$ cat src/rtl/gat_load_scheduler.sv
// Load/run sequencer for gat_top: demultiplexes one host stream into the weight,
// node-info and h_data BRAM write ports, then drives one or two GAT layers.
module gat_load_scheduler #(
  parameter int HOST_W           = 64,
  parameter int H_DATA_WIDTH     = 32,
  parameter int H_DATA_ADDR_W    = 12,
  parameter int NODE_INFO_WIDTH  = 24,
  parameter int NODE_INFO_ADDR_W = 8,
  parameter int DATA_WIDTH       = 16,
  parameter int WEIGHT_ADDR_W    = 10,
  parameter int CNT_W            = 20
) (
  input  logic                        clk,
  input  logic                        rst_n,
  input  logic                        start_i,
  input  logic                        two_layer_i,
  input  logic [CNT_W-1:0]            cfg_wgt_cnt0_i,
  input  logic [CNT_W-1:0]            cfg_wgt_cnt1_i,
  input  logic [CNT_W-1:0]            cfg_info_cnt_i,
  input  logic [CNT_W-1:0]            cfg_hdata_cnt_i,
  input  logic [HOST_W-1:0]           s_data_i,
  input  logic                        s_valid_i,
  output logic                        s_ready_o,
  output logic [DATA_WIDTH-1:0]       wgt_bram_din,
  output logic                        wgt_bram_ena,
  output logic                        wgt_bram_wea,
  output logic [WEIGHT_ADDR_W-1:0]    wgt_bram_addra,
  output logic [NODE_INFO_WIDTH-1:0]  h_node_info_bram_din,
  output logic                        h_node_info_bram_ena,
  output logic                        h_node_info_bram_wea,
  output logic [NODE_INFO_ADDR_W-1:0] h_node_info_bram_addra,
  output logic [H_DATA_WIDTH-1:0]     h_data_bram_din,
  output logic                        h_data_bram_ena,
  output logic                        h_data_bram_wea,
  output logic [H_DATA_ADDR_W-1:0]    h_data_bram_addra,
  output logic                        wgt_bram_load_done,
  output logic                        h_node_info_bram_load_done,
  output logic                        h_data_bram_load_done,
  output logic                        gat_layer,
  input  logic                        gat_ready,
  output logic                        busy_o,
  output logic                        done_o,
  output logic [2:0]                  dbg_state
);

  typedef enum logic [2:0] {
    S_IDLE     = 3'd0,
    S_LD_WGT   = 3'd1,
    S_LD_INFO  = 3'd2,
    S_LD_HDATA = 3'd3,
    S_RUN      = 3'd4,
    S_DONE     = 3'd5
  } state_t;

  state_t           state;
  state_t           load_next;
  logic             two_layer_q;
  logic [CNT_W-1:0] wgt_cnt0_q;
  logic [CNT_W-1:0] wgt_cnt1_q;
  logic [CNT_W-1:0] info_cnt_q;
  logic [CNT_W-1:0] hdata_cnt_q;
  logic [CNT_W-1:0] beat_cnt;
  logic [CNT_W-1:0] cur_cnt;
  logic             gat_ready_q;
  logic             in_load;
  logic             skip;
  logic             accept;
  logic             last_beat;
  logic             ready_edge;
  logic             unused_host_bits;

  // Only the low bits of each host beat are meaningful for any one port.
  assign unused_host_bits = ^s_data_i;

  assign dbg_state = state;
  assign busy_o    = (state != S_IDLE);

  always_comb begin
    cur_cnt   = '0;
    load_next = S_IDLE;
    case (state)
      S_LD_WGT: begin
        cur_cnt   = gat_layer ? wgt_cnt1_q : wgt_cnt0_q;
        load_next = gat_layer ? S_RUN : S_LD_INFO;
      end
      S_LD_INFO: begin
        cur_cnt   = info_cnt_q;
        load_next = S_LD_HDATA;
      end
      S_LD_HDATA: begin
        cur_cnt   = hdata_cnt_q;
        load_next = S_RUN;
      end
      default: begin
        cur_cnt   = '0;
        load_next = S_IDLE;
      end
    endcase
  end

  // Host handshake: a beat transfers on any rising clk where s_valid_i and
  // s_ready_o are both high. s_ready_o is a pure decode of registered state
  // (load state with a non-zero count), so a zero-count state never swallows
  // a beat and the last beat of a state is always consumed by that state.
  assign in_load    = (state == S_LD_WGT) || (state == S_LD_INFO) || (state == S_LD_HDATA);
  assign s_ready_o  = in_load && (cur_cnt != '0);
  assign skip       = in_load && (cur_cnt == '0);
  assign accept     = s_valid_i && s_ready_o;
  assign last_beat  = (beat_cnt == cur_cnt - CNT_W'(1));
  assign ready_edge = gat_ready && !gat_ready_q;

  always_ff @(posedge clk) begin
    if (!rst_n) begin
      state                      <= S_IDLE;
      two_layer_q                <= 1'b0;
      wgt_cnt0_q                 <= '0;
      wgt_cnt1_q                 <= '0;
      info_cnt_q                 <= '0;
      hdata_cnt_q                <= '0;
      beat_cnt                   <= '0;
      gat_ready_q                <= 1'b0;
      wgt_bram_din               <= '0;
      wgt_bram_ena               <= 1'b0;
      wgt_bram_wea               <= 1'b0;
      wgt_bram_addra             <= '0;
      h_node_info_bram_din       <= '0;
      h_node_info_bram_ena       <= 1'b0;
      h_node_info_bram_wea       <= 1'b0;
      h_node_info_bram_addra     <= '0;
      h_data_bram_din            <= '0;
      h_data_bram_ena            <= 1'b0;
      h_data_bram_wea            <= 1'b0;
      h_data_bram_addra          <= '0;
      wgt_bram_load_done         <= 1'b0;
      h_node_info_bram_load_done <= 1'b0;
      h_data_bram_load_done      <= 1'b0;
      gat_layer                  <= 1'b0;
      done_o                     <= 1'b0;
    end else begin
      // gat_ready is tracked in every state so a level left high from the
      // previous layer (or from before start) never looks like a new edge.
      gat_ready_q          <= gat_ready;
      wgt_bram_ena         <= 1'b0;
      wgt_bram_wea         <= 1'b0;
      h_node_info_bram_ena <= 1'b0;
      h_node_info_bram_wea <= 1'b0;
      h_data_bram_ena      <= 1'b0;
      h_data_bram_wea      <= 1'b0;
      done_o               <= 1'b0;

      case (state)
        S_IDLE: begin
          if (start_i) begin
            two_layer_q                <= two_layer_i;
            wgt_cnt0_q                 <= cfg_wgt_cnt0_i;
            wgt_cnt1_q                 <= cfg_wgt_cnt1_i;
            info_cnt_q                 <= cfg_info_cnt_i;
            hdata_cnt_q                <= cfg_hdata_cnt_i;
            wgt_bram_load_done         <= 1'b0;
            h_node_info_bram_load_done <= 1'b0;
            h_data_bram_load_done      <= 1'b0;
            gat_layer                  <= 1'b0;
            beat_cnt                   <= '0;
            state                      <= S_LD_WGT;
          end
        end

        S_LD_WGT, S_LD_INFO, S_LD_HDATA: begin
          if (accept) begin
            case (state)
              S_LD_WGT: begin
                wgt_bram_ena   <= 1'b1;
                wgt_bram_wea   <= 1'b1;
                wgt_bram_din   <= s_data_i[DATA_WIDTH-1:0];
                wgt_bram_addra <= beat_cnt[WEIGHT_ADDR_W-1:0];
              end
              S_LD_INFO: begin
                h_node_info_bram_ena   <= 1'b1;
                h_node_info_bram_wea   <= 1'b1;
                h_node_info_bram_din   <= s_data_i[NODE_INFO_WIDTH-1:0];
                h_node_info_bram_addra <= beat_cnt[NODE_INFO_ADDR_W-1:0];
              end
              S_LD_HDATA: begin
                h_data_bram_ena   <= 1'b1;
                h_data_bram_wea   <= 1'b1;
                h_data_bram_din   <= s_data_i[H_DATA_WIDTH-1:0];
                h_data_bram_addra <= beat_cnt[H_DATA_ADDR_W-1:0];
              end
              default: ;
            endcase
          end

          if (skip || (accept && last_beat)) begin
            case (state)
              S_LD_WGT:   wgt_bram_load_done         <= 1'b1;
              S_LD_INFO:  h_node_info_bram_load_done <= 1'b1;
              S_LD_HDATA: h_data_bram_load_done      <= 1'b1;
              default: ;
            endcase
            beat_cnt <= '0;
            state    <= load_next;
          end else if (accept) begin
            beat_cnt <= beat_cnt + CNT_W'(1);
          end
        end

        S_RUN: begin
          if (ready_edge) begin
            if (!gat_layer && two_layer_q) begin
              // Layer 1 reuses node info and h_data; only weights reload.
              gat_layer          <= 1'b1;
              wgt_bram_load_done <= 1'b0;
              beat_cnt           <= '0;
              state              <= S_LD_WGT;
            end else begin
              done_o <= 1'b1;
              state  <= S_DONE;
            end
          end
        end

        S_DONE: state <= S_IDLE;

        default: state <= S_IDLE;
      endcase
    end
  end

endmodule

$ cat config.mk
export PLATFORM = sky130hd
export DESIGN_NAME = gat_load_scheduler
export DESIGN_NICKNAME = d
export VERILOG_FILES = /design/src/rtl/gat_load_scheduler.sv
export SDC_FILE = /design/constraint.sdc
export NUM_CORES = 1
export LEC_CHECK = 0
export CORE_AREA = 4 4 154 156
export CTS_CLUSTER_DIAMETER = 120
export DETAILED_ROUTE_END_ITERATION = 10
export DIE_AREA = 0 0 158 160
export GPL_TIMING_DRIVEN = 0
export HOLD_SLACK_MARGIN = 0.03
export PLACE_DENSITY = 0.7
export SYNTH_ARGS = -nofsm -noshare
export SYNTH_HDL_FRONTEND = slang
export SYNTH_SLANG_ARGS = --single-unit
$ cat constraint.sdc
create_clock -name clk -period 9.8 [get_ports clk]
set_input_delay 0.98 -clock clk [delete_from_list [all_inputs] [get_ports clk]]
set_output_delay 0.98 -clock clk [all_outputs]
set_load 0.01 [all_outputs]
==> results of run 1 <==
-- cell type report --
type                            instances  share of cell area [%]
Multi-Input combinational cell        897                   38.66
Sequential cell                       215                   32.40
Timing Repair Buffer                  234                   17.63
Clock buffer                           32                   4.889
Buffer                                 97                   3.099
Tap cell                              285                   2.685
Clock inverter                          8                  0.3485
Inverter                               10                  0.2826
-- cells in the final DEF, fill, tap and decap left out, drive strengths merged, types with 4 or more instances in the layout --
master | synthesis | final
nand2 | 394 | 394
clkdlybuf4s50 | 0 | 234
dfxtp | 215 | 215
a21boi | 183 | 183
clkbuf | 72 | 104
mux2i | 37 | 37
nor2 | 35 | 35
a21oi | 33 | 33
buf | 25 | 25
xnor2 | 24 | 24
nand3 | 21 | 21
xor2 | 20 | 20
nor3 | 14 | 14
and3 | 13 | 13
o22ai | 12 | 12
inv | 10 | 11
o21ai | 8 | 8
and2 | 8 | 8
a211oi | 7 | 7
a31oi | 6 | 6
o22a | 6 | 6
nand4 | 6 | 6
clkinv | 0 | 6
nor4 | 5 | 5
nor2b | 5 | 5
or3 | 5 | 5
nand2b | 4 | 4
or4 | 4 | 4
-- power groups by stage --
stage                     clock network, W  logic (W)  registers (W)
after floorplan                          0   0.000671        0.00102
after global placement                   0   0.000991        0.00103
after detailed placement                 0    0.00101        0.00104
after CTS                         0.000823    0.00101        0.00102
after global routing              0.000866    0.00111        0.00103
final                             0.000815    0.00102        0.00102
-- sequential cells by signal (all words and copies together) (netlist names), 3 cells and up --
| name | flops |
|---|---|
| h_data_bram_addra | 12 |
| wgt_bram_din | 16 |
| hdata_cnt_q | 20 |
| h_node_info_bram_addra | 8 |
| beat_cnt | 20 |
| wgt_bram_addra | 10 |
| wgt_cnt1_q | 20 |
| h_data_bram_din | 32 |
| h_node_info_bram_din | 24 |
| info_cnt_q | 20 |
| wgt_cnt0_q | 20 |
| dbg_state | 3 |
-- tightest hold or removal path, delay by kind of cell (launching register included) --
family | cells | cell delay, ns
flops | 1 | 0.31
simple gates | 1 | 0.04
compound gates | 1 | 0.06
-- metrics by stage --
stage / hold slack (ns) / instances / instance area (um2) / utilization [%] / worst slack (ns)
finish: 0.4622 / 1778 / 13280 / 59.39 / 5.013
global placement: 0.4494 / 1738 / 12590 / 56.28 / 5.278
floorplan: 0.4400 / 1219 / 9888 / - / 5.936
CTS: 0.4644 / 1778 / 13280 / 59.39 / 5.062
global route: 0.4824 / 1778 / 13280 / 59.39 / 4.809
detailed placement: 0.4562 / 1738 / 12590 / 56.28 / 5.264
-- kinds of logic after synthesis --
kind of cell             count (synthesis)  share of synthesized area (%)
AND/OR/NAND/NOR                        524                          22.31
AO/OA/AOI/OAI                          285                          21.02
flip-flops                             215                          43.53
buffers and inverters                  107                          4.543
XOR/XNOR                                45                          4.138
multiplexers                            40                          4.087
adder cells (fa/ha/maj)                  3                         0.3796
-- final timing paths --
| kind | to | cells past startpoint | startpoint |
|---|---|---|---|
| worst max-delay path | s_ready_o | 11 | dbg_state[1] |
| worst min-delay path | h_data_bram_din[9] | 2 | h_data_bram_din[9] |
| worst max register to register | beat_cnt[11] | 18 | gat_layer |
| worst min register to register | h_data_bram_din[9] | 2 | h_data_bram_din[9] |
-- layer usage --
| layer | vias to the layer above | track usage [%] | part of all wire [%] |
|---|---|---|---|
| met3 | 74 | 3.984 | 6.5 |
| met4 | 0 | 7.173 | 2.9 |
| met1 | 4342 | 31.97 | 44 |
| li1 | 4630 | - | - |
| met5 | - | 0 | 0 |
| met2 | 334 | 40.91 | 46 |
==> results_tabular.tex, run 1 <==
\begin{tabular}{lr}
\hline
Metric & Value \\
\hline
\multicolumn{2}{l}{\textbf{Synthesis}} \\
Cell accounting for the most synthesized area & sky130\_fd\_sc\_hd\_\_dfxtp\_1 \\
Portion of synthesized cell area occupied by the leading cell type & 43.53\% \\
Most repeated cell in the gate-level netlist after synthesis & sky130\_fd\_sc\_hd\_\_nand2\_1 \\
Synth Flop Type & sky130\_fd\_sc\_hd\_\_dfxtp\_1 \\
Cell area after technology mapping & 0.009888 mm2 \\
Avg Synthesized Cell Area & $\sim$8.1 um2 \\
Share of flip-flops with an asynchronous set or reset after synthesis & 0\% \\
Nets in the synthesized netlist & 1372 \\
\#FFs+latches synth & 215 \\
Number of flops mapped to enable cells by yosys & 0 \\
Synthesized instance count & 1219 \\
Count of cell types in the netlist & 61 \\
Syn. warnings & 0 \\
Ranking of synthesized cells by instance count & sky130\_fd\_sc\_hd\_\_nand2\_1, sky130\_fd\_sc\_hd\_\_dfxtp\_1, sky130\_fd\_sc\_hd\_\_a21boi\_0, sky130\_fd\_sc\_hd\_\_clkbuf\_1, sky130\_fd\_sc\_hd\_\_mux2i\_1 \\
Synth top area cells & sky130\_fd\_sc\_hd\_\_dfxtp\_1, sky130\_fd\_sc\_hd\_\_nand2\_1, sky130\_fd\_sc\_hd\_\_a21boi\_0, sky130\_fd\_sc\_hd\_\_mux2i\_1, sky130\_fd\_sc\_hd\_\_clkbuf\_1 \\
Sequential-to-total area share from yosys stat & 43.53\% \\
\multicolumn{2}{l}{\textbf{Drt}} \\
Wire length per cell after detailed routing & 17.96 um \\
Vias post-DR & 9380 \\
DRC & 0 \\
Count of nets left with antenna violations after detail routing & 0 \\
Wire length reported by the detailed router & approximately 32 mm \\
Length of the first detailed-routing pass in iterations & 5 \\
DR iter-0 viols & 632 \\
Via/cell ratio & 5.276 \\
\multicolumn{2}{l}{\textbf{Floorplan}} \\
Std cell rows & between 50 and 60 \\
Chip width & 158 um \\
Die Outline Area & $\sim$0.025 mm2 \\
Starting Density & between 40\% and 50\% \\
Area of the placeable core & approximately 0.022 mm2 \\
Number of top-level design ports & 268 \\
Chip height & around 160 um \\
\multicolumn{2}{l}{\textbf{Finish}} \\
Area taken by multi-input logic gates & 0.005135 mm2 \\
Filler cells & a little over 2000 \\
Register area & 0.004304 mm2 \\
Growth of design area from synthesis to finish & 34.33\% \\
ANT cells & 0 \\
Number of nets at the end of the flow & between 1500 and 2000 \\
Proportion of layout cells with a drive suffix above 1 & 4.354\% \\
\multicolumn{2}{l}{\textbf{Power}} \\
Total leakage power & 4.551 nW \\
Switching share of power & 36.51\% \\
Peak supply drop & 115.3 uV \\
NetSw & 0.001043 W \\
Share of total power in the clock network & around 28\% \\
Final Total Pwr & 0.002856 W \\
Sequential power share & between 30\% and 40\% \\
Combinational Power Share & 35.8\% \\
Cell-internal power & 0.001813 W \\
Power per standard cell area & 215.0 mW/mm2 \\
\multicolumn{2}{l}{\textbf{Setup path}} \\
CP max stage cell & sky130\_fd\_sc\_hd\_\_clkdlybuf4s50\_1 \\
Cell breakdown of the critical path & clkbuf\_1 -> clkbuf\_1 -> and3\_1 -> a21oi\_1 -> o21ai\_0 -> nand2\_1 -> ha\_1 -> nand4b\_1 -> o31a\_1 -> buf\_2 -> clkdlybuf4s50\_1 \\
Type of destination of the critical path & primary output \\
Count of buffering cells on the critical path with inverters included & 4 \\
Kind of start point of the critical path & flip-flop \\
Cell family with the largest share of critical-path delay & buffers and inverters \\
Register-to-register path setup slack & 5.20 ns \\
Cell repeated most along the worst path & sky130\_fd\_sc\_hd\_\_clkbuf\_1 \\
Critical path's largest stage delay & 0.64 ns \\
Critical Path RT & $\sim$9 ns \\
Category of the critical setup timing path & reg -> out \\
Crit-path max FO & 10 \\
Crit path arrival time & 3.81 ns \\
\multicolumn{2}{l}{\textbf{STA}} \\
Setup skew after layout & 0.009736 ns \\
Setup repair after global routing missed its margin & false \\
Slew headroom & 21.02\% \\
Final-report setup violation count & 0 \\
Crit share post-route & 48.84\% \\
Setup tns final & 0 ns \\
Maximum clock frequency & approximately 210 MHz \\
Fin crit period & 4.787 ns \\
Worst Tran Pin Value & 1.182 ns \\
Total count of hold-check failures in the final report & 0 \\
Number of slew-limit violations in the final report & 0 \\
\multicolumn{2}{l}{\textbf{Run}} \\
Max-cap check violation count & 0 \\
\multicolumn{2}{l}{\textbf{GRT}} \\
Number of antenna violations at the first check in global routing & 0 \\
First-pass GRT wire length & 49.50 mm \\
Maximum number of pins on one net before global-route repair & 14 \\
Number of global-route vias before repair & 8969 \\
Total congestion overflow after global routing & 0 \\
All-Layer GR Usage & $\sim$24\% \\
\multicolumn{2}{l}{\textbf{Clock network}} \\
CTS HTree Levels & 1 \\
Post\_cts resized & 0 \\
Cell at the root of the clock tree & sky130\_fd\_sc\_hd\_\_clkbuf\_16 \\
CTS tree & yes \\
Number of hold buffers added after cts & 0 \\
Clock edge transition at the registers on the reported setup and hold paths & 0.06 ns \\
Longest Clk Path Bufs & 3 \\
Clock sink total & 215 \\
Post-CTS setup buffer count & 0 \\
Latest clock arrival within the worst-skew pair & 0.51 ns \\
Num CTS Buffers & 23 \\
\multicolumn{2}{l}{\textbf{Placed design}} \\
Port Buffer Count & 234 \\
GPL Wtd Cong & about 0.95 \\
HPWL after detailed placement & 24.59 mm \\
\multicolumn{2}{l}{\textbf{Outcome}} \\
Run status & complete, no violations \\
\multicolumn{2}{l}{\textbf{Hold path}} \\
Classification of the worst-slack hold path & reg -> reg \\
\hline
\end{tabular}
Power figures use the tool's default switching activity.
==> inputs of run 2 (changes only) <==
Clock period 9.8 ns to 4.5 ns, I/O delays scaled along.
==> run 2 against run 1 <==
Non-clock buffer count fell by 2; power up 120%; routed wire length decreased by 0.46%; register-to-register slack lost 5.0 ns; sequential power grew 120%; cell count is 0.11% lower; clock skew is 0.0028 ns higher; design area hardly changed; highest routed layer unchanged; count of clock-buffer cells in the layout did not move; first-iteration DRC count decreased by 6.2%; sequential share of layout area barely moved; clock power is 120% higher.
==> results_tabular.tex, run 2 (same netlist as run 1, synthesis figures left out) <==
\begin{tabular}{lr}
\hline
Metric & Value \\
\hline
\multicolumn{2}{l}{\textbf{Outcome}} \\
Run status & complete, no violations (unchanged) \\
\multicolumn{2}{l}{\textbf{Placed design}} \\
GPL Wtd Cong & 0.9534 (unchanged) \\
HPWL after detailed placement & 24.59 mm (unchanged) \\
Placement-stage cell area & 0.01259 mm2 (unchanged) \\
Port Buffer Count & 234 (unchanged) \\
\multicolumn{2}{l}{\textbf{Power}} \\
Share of total power in the clock network & 28.4\% (was 28.5\%) \\
Total leakage power & 4.559 nW (was 4.551 nW) \\
Cell-internal power & 0.003970 W (was 0.001813 W) \\
Combinational Power Share & 36.0\% (was 35.8\%) \\
Switching share of power & 36.30\% (was 36.51\%) \\
NetSw & 0.002262 W (was 0.001043 W) \\
Power per standard cell area & 468.8 mW/mm2 (was 215.0 mW/mm2) \\
Peak supply drop & 250.9 uV (was 115.3 uV) \\
Sequential power share & 35.6\% (was 35.7\%) \\
\multicolumn{2}{l}{\textbf{STA}} \\
Setup tns final & 0 ns (unchanged) \\
Total count of hold-check failures in the final report & 0 (unchanged) \\
Number of slew-limit violations in the final report & 0 (unchanged) \\
Worst Tran Pin Value & 1.129 ns (was 1.182 ns) \\
Slew headroom & 24.59\% (was 21.02\%) \\
Fin crit period & between 4 and 5 ns \\
Final-report setup violation count & 0 (unchanged) \\
Crit share post-route & 94.54\% \\
Setup repair after global routing missed its margin & false (unchanged) \\
Maximum clock frequency & approximately 240 MHz \\
Setup skew after layout & 0.01258 ns (was 0.009736 ns) \\
\multicolumn{2}{l}{\textbf{Hold path}} \\
Classification of the worst-slack hold path & in -> reg (was reg -> reg) \\
Cell count of the worst hold path & 2 (unchanged) \\
Hold\_sp & rst\_n (was h\_data\_bram\_din[9]) \\
\multicolumn{2}{l}{\textbf{GRT}} \\
Maximum number of pins on one net before global-route repair & 14 (unchanged) \\
Number of antenna violations at the first check in global routing & 0 (unchanged) \\
All-Layer GR Usage & 24.28\% (unchanged) \\
Number of global-route vias before repair & 8969 (unchanged) \\
Total congestion overflow after global routing & 0 (unchanged) \\
First-pass GRT wire length & 49.50 mm (unchanged) \\
\multicolumn{2}{l}{\textbf{Floorplan}} \\
Std cell rows & 55 (unchanged) \\
Starting Density & 44.21\% (unchanged) \\
Chip height & 160 um (unchanged) \\
Chip width & 158 um (unchanged) \\
Area of the placeable core & 0.02237 mm2 (unchanged) \\
Number of top-level design ports & 268 (unchanged) \\
Die Outline Area & 0.02528 mm2 (unchanged) \\
\multicolumn{2}{l}{\textbf{Finish}} \\
Area taken by multi-input logic gates & 0.005136 mm2 (was 0.005135 mm2) \\
Most frequent standard cell in the layout excluding fill and tap cells & sky130\_fd\_sc\_hd\_\_nand2\_1 (unchanged) \\
Growth of design area from synthesis to finish & 34.42\% (was 34.33\%) \\
ANT cells & 0 (unchanged) \\
Highest-count cells in the layout ignoring fill and taps & sky130\_fd\_sc\_hd\_\_nand2\_1, sky130\_fd\_sc\_hd\_\_clkdlybuf4s50\_1, sky130\_fd\_sc\_hd\_\_dfxtp\_1 (unchanged) \\
Register area & 0.004304 mm2 (unchanged) \\
Number of nets at the end of the flow & 1629 (was 1631) \\
Finished layout cell area & 0.01329 mm2 (was 0.01328 mm2) \\
Proportion of layout cells with a drive suffix above 1 & 4.561\% (was 4.354\%) \\
Flip-flop count of the largest register after layout & 32 (unchanged) \\
Reg with most FFs & h\_data\_bram\_din (unchanged) \\
Filler cells & 2057 (was 2061) \\
Registers with the most flip-flops & h\_data\_bram\_din x32, h\_node\_info\_bram\_din x24 (unchanged) \\
\multicolumn{2}{l}{\textbf{Clock network}} \\
Clock edge transition at the registers on the reported setup and hold paths & 0.06 ns (about the same) \\
CTS tree & yes (unchanged) \\
Latest clock arrival within the worst-skew pair & 0.51 ns (about the same) \\
Longest Clk Path Bufs & 3 (unchanged) \\
Number of hold buffers added after cts & 0 (unchanged) \\
Num CTS Buffers & 23 (unchanged) \\
Cell at the root of the clock tree & sky130\_fd\_sc\_hd\_\_clkbuf\_16 (unchanged) \\
Clock sink total & 215 (unchanged) \\
CTS HTree Levels & 1 (unchanged) \\
\multicolumn{2}{l}{\textbf{Drt}} \\
Vias post-DR & 9332 (was 9380) \\
Wire length reported by the detailed router & 31.79 mm (was 31.93 mm) \\
Wire length per cell after detailed routing & 17.90 um (was 17.96 um) \\
Length of the first detailed-routing pass in iterations & 6 (was 5) \\
Count of nets left with antenna violations after detail routing & 0 (unchanged) \\
DR iter-0 viols & 593 (was 632) \\
Via/cell ratio & 5.255 (was 5.276) \\
DRC & 0 (unchanged) \\
\multicolumn{2}{l}{\textbf{Setup path}} \\
Crit path arrival time & 4.62 ns (was 3.81 ns) \\
Startpoint of the worst register-to-register path & dbg\_state[0] (was gat\_layer) \\
Category of the critical setup timing path & reg -> reg (was reg -> out) \\
Crit-path max FO & 10 (unchanged) \\
FF-to-FF path depth & 19 (was 18) \\
Critical Path Start & dbg\_state[0] (was dbg\_state[1]) \\
Critical Path RT & 4.87 ns (was 8.82 ns) \\
Kind of start point of the critical path & flip-flop (unchanged) \\
Type of destination of the critical path & flip-flop (was primary output) \\
\multicolumn{2}{l}{\textbf{Run}} \\
Max-cap check violation count & 0 (unchanged) \\
\hline
\end{tabular}
-- run 2: changes by cell type in the layout (fill, tap and decap cells not counted) --
cell / previous run / this run
sky130_fd_sc_hd__buf_2: 11 / 6
sky130_fd_sc_hd__clkbuf_1: 77 / 74
sky130_fd_sc_hd__clkbuf_2: 0 / 2
sky130_fd_sc_hd__clkbuf_4: 0 / 3
sky130_fd_sc_hd__and3_2: 0 / 1
sky130_fd_sc_hd__buf_1: 7 / 6
sky130_fd_sc_hd__buf_4: 5 / 7
sky130_fd_sc_hd__and3_1: 13 / 12
-- run 2: final timing paths --
kind	to	slack, ns
worst min register to register	wgt_cnt0_q[7]	0.46
worst max register to register	beat_cnt[11]	0.25
worst max-delay path	beat_cnt[11]	0.25
worst min-delay path	h_node_info_bram_din[21]	0.46
-- run 2: area by class of cell --
class,count,share of cell area [%]
Multi-Input combinational cell,897,38.64
Tap cell,285,2.683
Inverter,10,0.2824
Buffer,94,3.097
Sequential cell,215,32.38
Clock inverter,8,0.3483
Timing Repair Buffer,235,17.68
Clock buffer,32,4.886
-- run 2: power groups by stage --
stage / clock network, W / logic (W) / registers, W
3_3_place_gp: 0 / 0.00216 / 0.00225
4_1_cts: 0.00179 / 0.00220 / 0.00222
2_1_floorplan: 0 / 0.00146 / 0.00222
5_1_grt: 0.00189 / 0.00244 / 0.00224
3_5_place_dp: 0 / 0.00219 / 0.00226
6_report: 0.00177 / 0.00224 / 0.00222
-- run 2: worst max-delay path, stage by stage, from the launching register on --
cell                        delay (ns)
sky130_fd_sc_hd__dfxtp_1          0.33
sky130_fd_sc_hd__buf_4            0.20
sky130_fd_sc_hd__buf_6            0.17
sky130_fd_sc_hd__buf_2            0.19
sky130_fd_sc_hd__clkbuf_4         0.23
sky130_fd_sc_hd__and3_1           0.17
sky130_fd_sc_hd__a21oi_1          0.11
sky130_fd_sc_hd__o21ai_0          0.10
sky130_fd_sc_hd__nand2_1          0.18
sky130_fd_sc_hd__ha_1             0.22
sky130_fd_sc_hd__and3_2           0.24
sky130_fd_sc_hd__nand4_1          0.20
sky130_fd_sc_hd__or4_1            0.52
sky130_fd_sc_hd__nand3_1          0.08
sky130_fd_sc_hd__o2111ai_1        0.11
sky130_fd_sc_hd__or4_1            0.47
sky130_fd_sc_hd__buf_2            0.17
sky130_fd_sc_hd__nand3_1          0.10
sky130_fd_sc_hd__clkbuf_4         0.21
sky130_fd_sc_hd__a22oi_1          0.10
-- run 2: layer usage --
layer  routed length [um]  vias up  global-route usage (%)  part of all wire, %
li1                     -     4626                       -                    -
met1                13990     4315                   31.97                   44
met2                14840      328                   40.91                   47
met3                 2179       63                   3.984                  6.9
met4                  777        0                   7.173                  2.4
met5                    0        -                       0                    0
-- run 2: through the flow --
| stage | hold slack [ns] | cells | utilization [%] | worst slack, ns | power, W |
|---|---|---|---|---|---|
| floorplan | 0.4400 | 1219 | - | 0.6357 | 0.003686 |
| global placement | 0.4494 | 1738 | 56.28 | -0.02222 | 0.004411 |
| detailed placement | 0.4562 | 1738 | 56.28 | -0.03644 | 0.004450 |
| CTS | 0.4424 | 1778 | 59.40 | 0.01834 | 0.006212 |
| global route | 0.4517 | 1776 | 59.43 | 0.01419 | 0.006562 |
| finish | 0.4564 | 1776 | 59.43 | 0.2457 | 0.006232 |
-- run 2: timing repair --
action	4_1_cts	5_1_grt
setup buffers	0	1
gates resized for setup	1	8
setup endpoints to repair	21	76
pin swaps	0	1
gates cloned	0	0
==> inputs of run 3 (changes only) <==
Clock period 4.5 ns to 5.25 ns, I/O delays scaled along.
==> results of run 3 <==
Same layout as run 1 (identical final DEF). Status: complete, no violations.
Main changes from that run: setup slack after placement 5.264 ns -> 0.7136 ns; setup slack after layout 5.013 ns -> 0.6544 ns; start point of the critical path dbg_state[1] -> gat_layer; end point of the critical path s_ready_o -> beat_cnt[11]; register-to-register setup slack 5.20 ns -> 0.65 ns; total power 0.002856 W -> 0.005331 W; worst IR drop on VDD 115.3 uV -> 215.2 uV
